File: config.mk
export PLATFORM = sky130hd
export DESIGN_NAME = lstm_seq_ctrl_flat
export DESIGN_NICKNAME = d
export VERILOG_FILES = /design/src/rtl/lstm_seq_ctrl_pkg.sv /design/src/rtl/lstm_seq_ctrl_if.sv /design/src/rtl/lstm_seq_ctrl.sv /design/src/flat_wrapper.sv
export SDC_FILE = /design/constraint.sdc
export NUM_CORES = 1
export LEC_CHECK = 0
export BUFFER_PORTS_ARGS = -buffer_cell sky130_fd_sc_hd__buf_2
export CAP_MARGIN = 40
export CORE_ASPECT_RATIO = 1.1
export CORE_UTILIZATION = 26
export DETAILED_ROUTE_END_ITERATION = 8
export PLACE_DENSITY = 0.51
export SLEW_MARGIN = 20
export SYNTH_ARGS = -nofsm -noshare
export SYNTH_HDL_FRONTEND = slang
export SYNTH_SLANG_ARGS = --single-unit
File: constraint.sdc
create_clock -name clk -period 1.45 [get_ports clk]
set_input_delay 0.2175 -clock clk [delete_from_list [all_inputs] [get_ports clk]]
set_output_delay 0.2175 -clock clk [all_outputs]
set_load 0.005 [all_outputs]
File: src/rtl/lstm_seq_ctrl_pkg.sv
// lstm_pkg: shared definitions for the LSTM sequence controller and the
// lstm_cell that sits beside it in the parent.
//   - LSTM_DATA_WIDTH / LSTM_FRACT_WIDTH: default Q8.8 word format
//   - lstm_word_t: one fixed-point word at the default width
//   - lstm_state_e: controller FSM state encoding
package lstm_pkg;

  localparam int LSTM_DATA_WIDTH  = 16;
  localparam int LSTM_FRACT_WIDTH = 8;

  typedef logic [LSTM_DATA_WIDTH-1:0] lstm_word_t;

  typedef enum logic [1:0] {
    ST_IDLE    = 2'd0,
    ST_COMPUTE = 2'd1,
    ST_EMIT    = 2'd2
  } lstm_state_e;

endpackage

File: src/rtl/lstm_seq_ctrl_if.sv
// lstm_seq_ctrl_if: input timestep stream (x_*) and output hidden-state
// stream (h_*) of the LSTM sequence controller.
//   x_valid/x_ready/x_data/x_last : timestep stream, x_last ends a sequence
//   h_valid/h_ready/h_data/h_last : hidden-state stream, h_last ends a sequence
// Handshake: a beat transfers on a rising clock edge where valid && ready.
// The source holds data/last stable and keeps valid high until that edge;
// valid never depends on ready.
//   slave  : the controller side
//   master : the producer/consumer side (parent logic or testbench)
interface lstm_seq_ctrl_if
  import lstm_pkg::*;
#(
  parameter int DATA_WIDTH = LSTM_DATA_WIDTH
);

  logic                  x_valid;
  logic                  x_ready;
  logic [DATA_WIDTH-1:0] x_data;
  logic                  x_last;
  logic                  h_valid;
  logic                  h_ready;
  logic [DATA_WIDTH-1:0] h_data;
  logic                  h_last;

  modport master (
    output x_valid, x_data, x_last, h_ready,
    input  x_ready, h_valid, h_data, h_last
  );

  modport slave (
    input  x_valid, x_data, x_last, h_ready,
    output x_ready, h_valid, h_data, h_last
  );

endinterface

File: src/rtl/lstm_seq_ctrl.sv
// lstm_seq_ctrl: steps an external lstm_cell through a sequence of timesteps,
// holding the recurrent c/h state between steps.
// Ports:
//   clk, rst            : clock, synchronous active-low reset
//   io (slave)          : x timestep stream in, h hidden-state stream out
//   cell_x/c/h          : registered operands to the cell (X, c_in, h_in)
//   cell_c_out/h_out    : cell results, valid CELL_LAT cycles after operands
//   init_c/init_h       : only with LSTM_SEQ_INIT_LOAD_EN; state loaded at
//                         reset and at sequence end instead of zero
//   c_state             : stored cell state
//   step_idx            : index of the step in progress (wraps silently)
//   busy                : FSM not in IDLE
//   dbg_state           : FSM state for observation
// Optional feature macro: LSTM_SEQ_INIT_LOAD_EN.
module lstm_seq_ctrl
  import lstm_pkg::*;
#(
  parameter int DATA_WIDTH  = LSTM_DATA_WIDTH,
  parameter int FRACT_WIDTH = LSTM_FRACT_WIDTH,
  parameter int CELL_LAT    = 0,
  parameter int STEP_W      = 8
) (
  input  logic                  clk,
  input  logic                  rst,
  lstm_seq_ctrl_if.slave        io,
  output logic [DATA_WIDTH-1:0] cell_x,
  output logic [DATA_WIDTH-1:0] cell_c,
  output logic [DATA_WIDTH-1:0] cell_h,
  input  logic [DATA_WIDTH-1:0] cell_c_out,
  input  logic [DATA_WIDTH-1:0] cell_h_out,
`ifdef LSTM_SEQ_INIT_LOAD_EN
  input  logic [DATA_WIDTH-1:0] init_c,
  input  logic [DATA_WIDTH-1:0] init_h,
`endif
  output logic [DATA_WIDTH-1:0] c_state,
  output logic [STEP_W-1:0]     step_idx,
  output logic                  busy,
  output lstm_state_e           dbg_state
);

  if (CELL_LAT < 0 || CELL_LAT > 15) begin : g_bad_cell_lat
    $error("lstm_seq_ctrl: CELL_LAT must be 0..15");
  end
  if (FRACT_WIDTH < 0 || FRACT_WIDTH >= DATA_WIDTH) begin : g_bad_fract
    $error("lstm_seq_ctrl: FRACT_WIDTH must be below DATA_WIDTH");
  end

  localparam logic [3:0] LAT_MAX = 4'(CELL_LAT);

  // Value the recurrent state returns to at reset and after a sequence.
  logic [DATA_WIDTH-1:0] seq_c, seq_h;
`ifdef LSTM_SEQ_INIT_LOAD_EN
  assign seq_c = init_c;
  assign seq_h = init_h;
`else
  assign seq_c = '0;
  assign seq_h = '0;
`endif

  lstm_state_e           state_q, state_d;
  logic [DATA_WIDTH-1:0] x_q, x_d;
  logic [DATA_WIDTH-1:0] c_q, c_d;
  logic [DATA_WIDTH-1:0] h_q, h_d;
  logic [DATA_WIDTH-1:0] h_data_q, h_data_d;
  logic [3:0]            lat_cnt_q, lat_cnt_d;
  logic [STEP_W-1:0]     step_q, step_d;
  logic                  last_q, last_d;
  logic                  x_ready_int, h_valid_int;

  always_comb begin
    state_d     = state_q;
    x_d         = x_q;
    c_d         = c_q;
    h_d         = h_q;
    h_data_d    = h_data_q;
    lat_cnt_d   = lat_cnt_q;
    step_d      = step_q;
    last_d      = last_q;
    x_ready_int = 1'b0;
    h_valid_int = 1'b0;
    case (state_q)
      ST_IDLE: begin
        x_ready_int = 1'b1;
        if (io.x_valid) begin
          x_d       = io.x_data;
          last_d    = io.x_last;
          lat_cnt_d = '0;
          state_d   = ST_COMPUTE;
        end
      end
      ST_COMPUTE: begin
        // Operands have been stable since entry; results are trusted only
        // once lat_cnt reaches the cell latency.
        if (lat_cnt_q == LAT_MAX) begin
          c_d      = cell_c_out;
          h_d      = cell_h_out;
          h_data_d = cell_h_out;
          state_d  = ST_EMIT;
        end else begin
          lat_cnt_d = lat_cnt_q + 4'd1;
        end
      end
      ST_EMIT: begin
        h_valid_int = 1'b1;
        if (io.h_ready) begin
          state_d = ST_IDLE;
          if (last_q) begin
            c_d    = seq_c;
            h_d    = seq_h;
            step_d = '0;
          end else begin
            step_d = step_q + 1'b1;
          end
        end
      end
      default: state_d = ST_IDLE;
    endcase
  end

  always_ff @(posedge clk) begin
    if (!rst) begin
      state_q   <= ST_IDLE;
      x_q       <= '0;
      c_q       <= seq_c;
      h_q       <= seq_h;
      h_data_q  <= '0;
      lat_cnt_q <= '0;
      step_q    <= '0;
      last_q    <= 1'b0;
    end else begin
      state_q   <= state_d;
      x_q       <= x_d;
      c_q       <= c_d;
      h_q       <= h_d;
      h_data_q  <= h_data_d;
      lat_cnt_q <= lat_cnt_d;
      step_q    <= step_d;
      last_q    <= last_d;
    end
  end

  // Handshake outputs are masked while reset is asserted so that no beat
  // can appear to transfer in a reset cycle.
  assign io.x_ready = x_ready_int & rst;
  assign io.h_valid = h_valid_int & rst;
  assign io.h_data  = h_data_q;
  assign io.h_last  = h_valid_int & rst & last_q;

  assign cell_x    = x_q;
  assign cell_c    = c_q;
  assign cell_h    = h_q;
  assign c_state   = c_q;
  assign step_idx  = step_q;
  assign busy      = (state_q != ST_IDLE);
  assign dbg_state = state_q;

endmodule

File: src/flat_wrapper.sv
// flat-port wrapper written by rule: the top's interface ports become plain ports
module lstm_seq_ctrl_flat import lstm_pkg::*;
#(
  parameter int DATA_WIDTH  = LSTM_DATA_WIDTH,
  parameter int FRACT_WIDTH = LSTM_FRACT_WIDTH,
  parameter int CELL_LAT    = 0,
  parameter int STEP_W      = 8
)
  (clk, rst, cell_x, cell_c, cell_h, cell_c_out, cell_h_out, c_state, step_idx, busy, dbg_state, io_x_valid, io_x_data, io_x_last, io_h_ready, io_x_ready, io_h_valid, io_h_data, io_h_last);
  lstm_seq_ctrl_if #(.DATA_WIDTH(DATA_WIDTH)) io_i ();
  input  logic clk;
  input  logic rst;
  output logic [DATA_WIDTH-1:0] cell_x;
  output logic [DATA_WIDTH-1:0] cell_c;
  output logic [DATA_WIDTH-1:0] cell_h;
  input  logic [DATA_WIDTH-1:0] cell_c_out;
  input  logic [DATA_WIDTH-1:0] cell_h_out;
  output logic [DATA_WIDTH-1:0] c_state;
  output logic [STEP_W-1:0] step_idx;
  output logic busy;
  output lstm_state_e dbg_state;
  input wire logic [$bits(io_i.x_valid)-1:0] io_x_valid;
  input wire logic [$bits(io_i.x_data)-1:0] io_x_data;
  input wire logic [$bits(io_i.x_last)-1:0] io_x_last;
  input wire logic [$bits(io_i.h_ready)-1:0] io_h_ready;
  output wire logic [$bits(io_i.x_ready)-1:0] io_x_ready;
  output wire logic [$bits(io_i.h_valid)-1:0] io_h_valid;
  output wire logic [$bits(io_i.h_data)-1:0] io_h_data;
  output wire logic [$bits(io_i.h_last)-1:0] io_h_last;
  assign io_i.x_valid = io_x_valid;
  assign io_i.x_data = io_x_data;
  assign io_i.x_last = io_x_last;
  assign io_i.h_ready = io_h_ready;
  assign io_x_ready = io_i.x_ready;
  assign io_h_valid = io_i.h_valid;
  assign io_h_data = io_i.h_data;
  assign io_h_last = io_i.h_last;
  lstm_seq_ctrl #(.DATA_WIDTH(DATA_WIDTH), .FRACT_WIDTH(FRACT_WIDTH), .CELL_LAT(CELL_LAT), .STEP_W(STEP_W)) u_core (.clk(clk), .rst(rst), .io(io_i), .cell_x(cell_x), .cell_c(cell_c), .cell_h(cell_h), .cell_c_out(cell_c_out), .cell_h_out(cell_h_out), .c_state(c_state), .step_idx(step_idx), .busy(busy), .dbg_state(dbg_state));
endmodule
==> results.json <==
{
  "fin_nets": 582,
  "comb_power_share_pct": 14.7,
  "drt-initial-drc-count": 243,
  "dr.pass1.iters": 5,
  "ant_nets": 0,
  "muxShareOfSynthArea_pct": 0,
  "setup_viol": 53,
  "clock_sinks": 79,
  "fin_setup_tns_ns": -2.895,
  "hold_start": "io_x_data[11]",
  "finalCriticalPeriod_ns": 1.547,
  "power_frac_seq_pct": 41.9,
  "htree_levels": 3,
  "r2r-start": "u_core.lat_cnt_q[0]",
  "layout_commonest_cell": "buf_2",
  "cts_buffer_depth": 2,
  "grt_pass1_wl_um": 15340,
  "outcome": "finished, violations left",
  "yosysUniqueCellTypes": 38,
  "ys_seq_area_share_pct": 47.54,
  "ys_warn_count": 0,
  "required_ns": 1.67,
  "synth_fa_ha_area_share_pct": 1.128,
  "drt-total-wl_um": 10010,
  "fp.dieW_um": 109.9,
  "holdBufCountCts": 0,
  "fin_skew_ns": 0.005369,
  "swShare_pct": 25.11,
  "die_h_um": 120.6,
  "synth_compound_area_share_pct": 24.14,
  "place_inst": 658,
  "finalCritPeriodShare_pct": 106.7,
  "hold_viol": 0,
  "cp-start-kind": "flop",
  "maxCapViolations": 0,
  "layout-drive-gt1-share_pct": 43.77,
  "grt_overflow_total": 0,
  "critPathMaxFanout": 20,
  "cts_tree": "done",
  "relSlewSlack_pct": 73.87,
  "drv_slew": 0,
  "initial_core_util_pct": 27.17,
  "leakage_nw": 2.139,
  "rsz0062_at_grt": "true",
  "synth_edf_count": 0,
  "synth_flop_cell": "dfxtp_1",
  "synth_xor_area_share_pct": 0.2633,
  "most-common-layout-cells": "buf_2, a21oi_1, dfxtp_1",
  "startpoint": "u_core.lat_cnt_q[0]",
  "fin_cells": 684,
  "drc": 0,
  "cellPowerDensity_mw_per_mm2": 1187,
  "synthCells": 381,
  "first_global_vias": 3194,
  "setup_slack_ns": -0.09734,
  "tightest_slew_ns": 0.3914,
  "violations": "negative setup slack",
  "worstSetupPathType": "flop to flop",
  "num-fill-cells": 1230,
  "antenna_found_initial": 0,
  "core_mm2": 0.01224,
  "synth_nets": 437,
  "arrival_ns": 1.77,
  "max_freq_mhz": 646.3,
  "wl_per_cell_um": 14.63,
  "hold_slack_ns": 0.1080,
  "gp_congestion": 0.7154,
  "peakVddDrop_v": 0.0006049,
  "async_flop_share_pct": 0,
  "synthesis.area_mm2": 0.003327,
  "hp-class": "primary input to flop",
  "cts_made_buffers": 9,
  "avgSynthCellArea_um2": 8.732,
  "place_hpwl_um": 6456,
  "grt_start_max_net_pins": 64,
  "post-route-util_pct": 39.19,
  "vias": 3435,
  "switchingPower_mw": 1.430,
  "io_pins": 147,
  "pwr-share-clk_pct": 43.4,
  "synth_top_family_by_area": "compound AO/OA/AOI/OAI gates",
  "syn2layout_area_growth_pct": 44.23,
  "diodes": 0,
  "clk_pin_slew_worst_paths_ns": 0.06,
  "clkLatencyLatePin_ns": 0.34,
  "rows": 42,
  "yosys.area_share.simple_pct": 17.56,
  "grtUsageTotal_pct": 15.02,
  "internal_power_mw": 4.266,
  "ys_seq_elements": 79,
  "via_per_inst": 5.022,
  "die-area_mm2": 0.01325,
  "port-buffer-count": 146,
  "endpoint_kind": "flop",
  "cts_root_buf": "clkbuf_16"
}
## layout make-up
type	count	area [um2]	share of cell area [%]
clock buffers	10	239.0	4.980
well taps	154	192.7	4.016
repair buffers	185	1147	23.91
clock inverters	5	81.33	1.695
inverters	6	22.52	0.4694
flip-flops and latches	79	1595	33.25
multi-input cells	245	1520	31.68
## worst max-delay path: stages (launching register included)
cell and delay [ns]:
dfxtp_2 0.32, inv_2 0.07, ha_4 0.13, or3b_4 0.44
clkbuf_16 0.22, o211ai_1 0.16, a21oi_1 0.08
## cells in the mapped netlist, drive strengths merged, types with 3 or more instances
library cell / n / area (um2)
ha: 3 / 37.54
o31ai: 6 / 45.04
nor2: 4 / 15.01
nand3: 19 / 95.09
o21ai: 20 / 100.1
nand4: 18 / 112.6
clkbuf: 18 / 67.56
or3b: 3 / 26.28
or4: 6 / 48.80
nand2: 39 / 146.4
dfxtp: 79 / 1582
o211ai: 33 / 247.7
inv: 6 / 22.52
buf: 34 / 221.5
a21oi: 73 / 365.4
## layer usage
metal  wire [um]  part of all wire [%]  vias up  track usage (%)
li1            -                     -     1666                -
met1        4462                    45     1647            17.96
met2        4878                    49      111            24.69
met3         498                   5.0       11            3.450
met4         169                   1.7        0            7.917
met5           0                     0        -                0
## path summary, 6_finish.rpt
kind	slack [ns]	cells past startpoint	end
worst max-delay path	-0.1	6	u_core.cell_h[8]
worst min-delay path	0.11	3	u_core.cell_x[11]
worst max register to register	-0.1	6	u_core.cell_h[8]
worst min register to register	0.45	2	u_core.cell_x[13]
## power by group through the flow
stage | Combinational (mW) | Clock (mW) | Sequential, mW
finish | 0.837 | 2.47 | 2.39
global route | 0.940 | 2.65 | 2.40
CTS | 0.831 | 2.56 | 2.39
detailed placement | 0.785 | 0 | 2.44
global placement | 0.778 | 0 | 2.44
floorplan | 0.429 | 0 | 2.44
## registers in the layout, indices dropped and copies added (netlist names)
name / cells
u_core.cell_x: 16
u_core.lat_cnt_q: 4
u_core.dbg_state: 2
u_core.cell_h: 16
u_core.step_idx: 8
u_core.c_state: 16
u_core.last_q: 1
u_core.io.h_data: 16
## metrics by stage
stage          power [mW]  area (um2)  worst slack (ns)
2_1_floorplan       2.871        3386          -0.04626
3_3_place_gp        3.216        4280          -0.02758
3_5_place_dp        3.229        4280          -0.09434
4_1_cts             5.778        4693          -0.09284
5_1_grt             5.988        4798           -0.1705
6_report            5.696        4798          -0.09734
## repair_timing
item                                    CTS  global route
resized for setup                        17            12
buffers inserted                          5             3
endpoints found under the setup margin   55            62
gates cloned                              1             2
pin swaps                                 4             8
## logic make-up (layout without fill, tap and decap cells)
group | Yosys count | in the layout
flip-flops | 79 | 79
AO/OA/AOI/OAI | 137 | 137
buffers and inverters | 58 | 206
XOR/XNOR | 1 | 1
adder cells (fa/ha/maj) | 3 | 3
AND/OR/NAND/NOR | 103 | 104
Note: power is estimated with default switching activity, not from simulation.
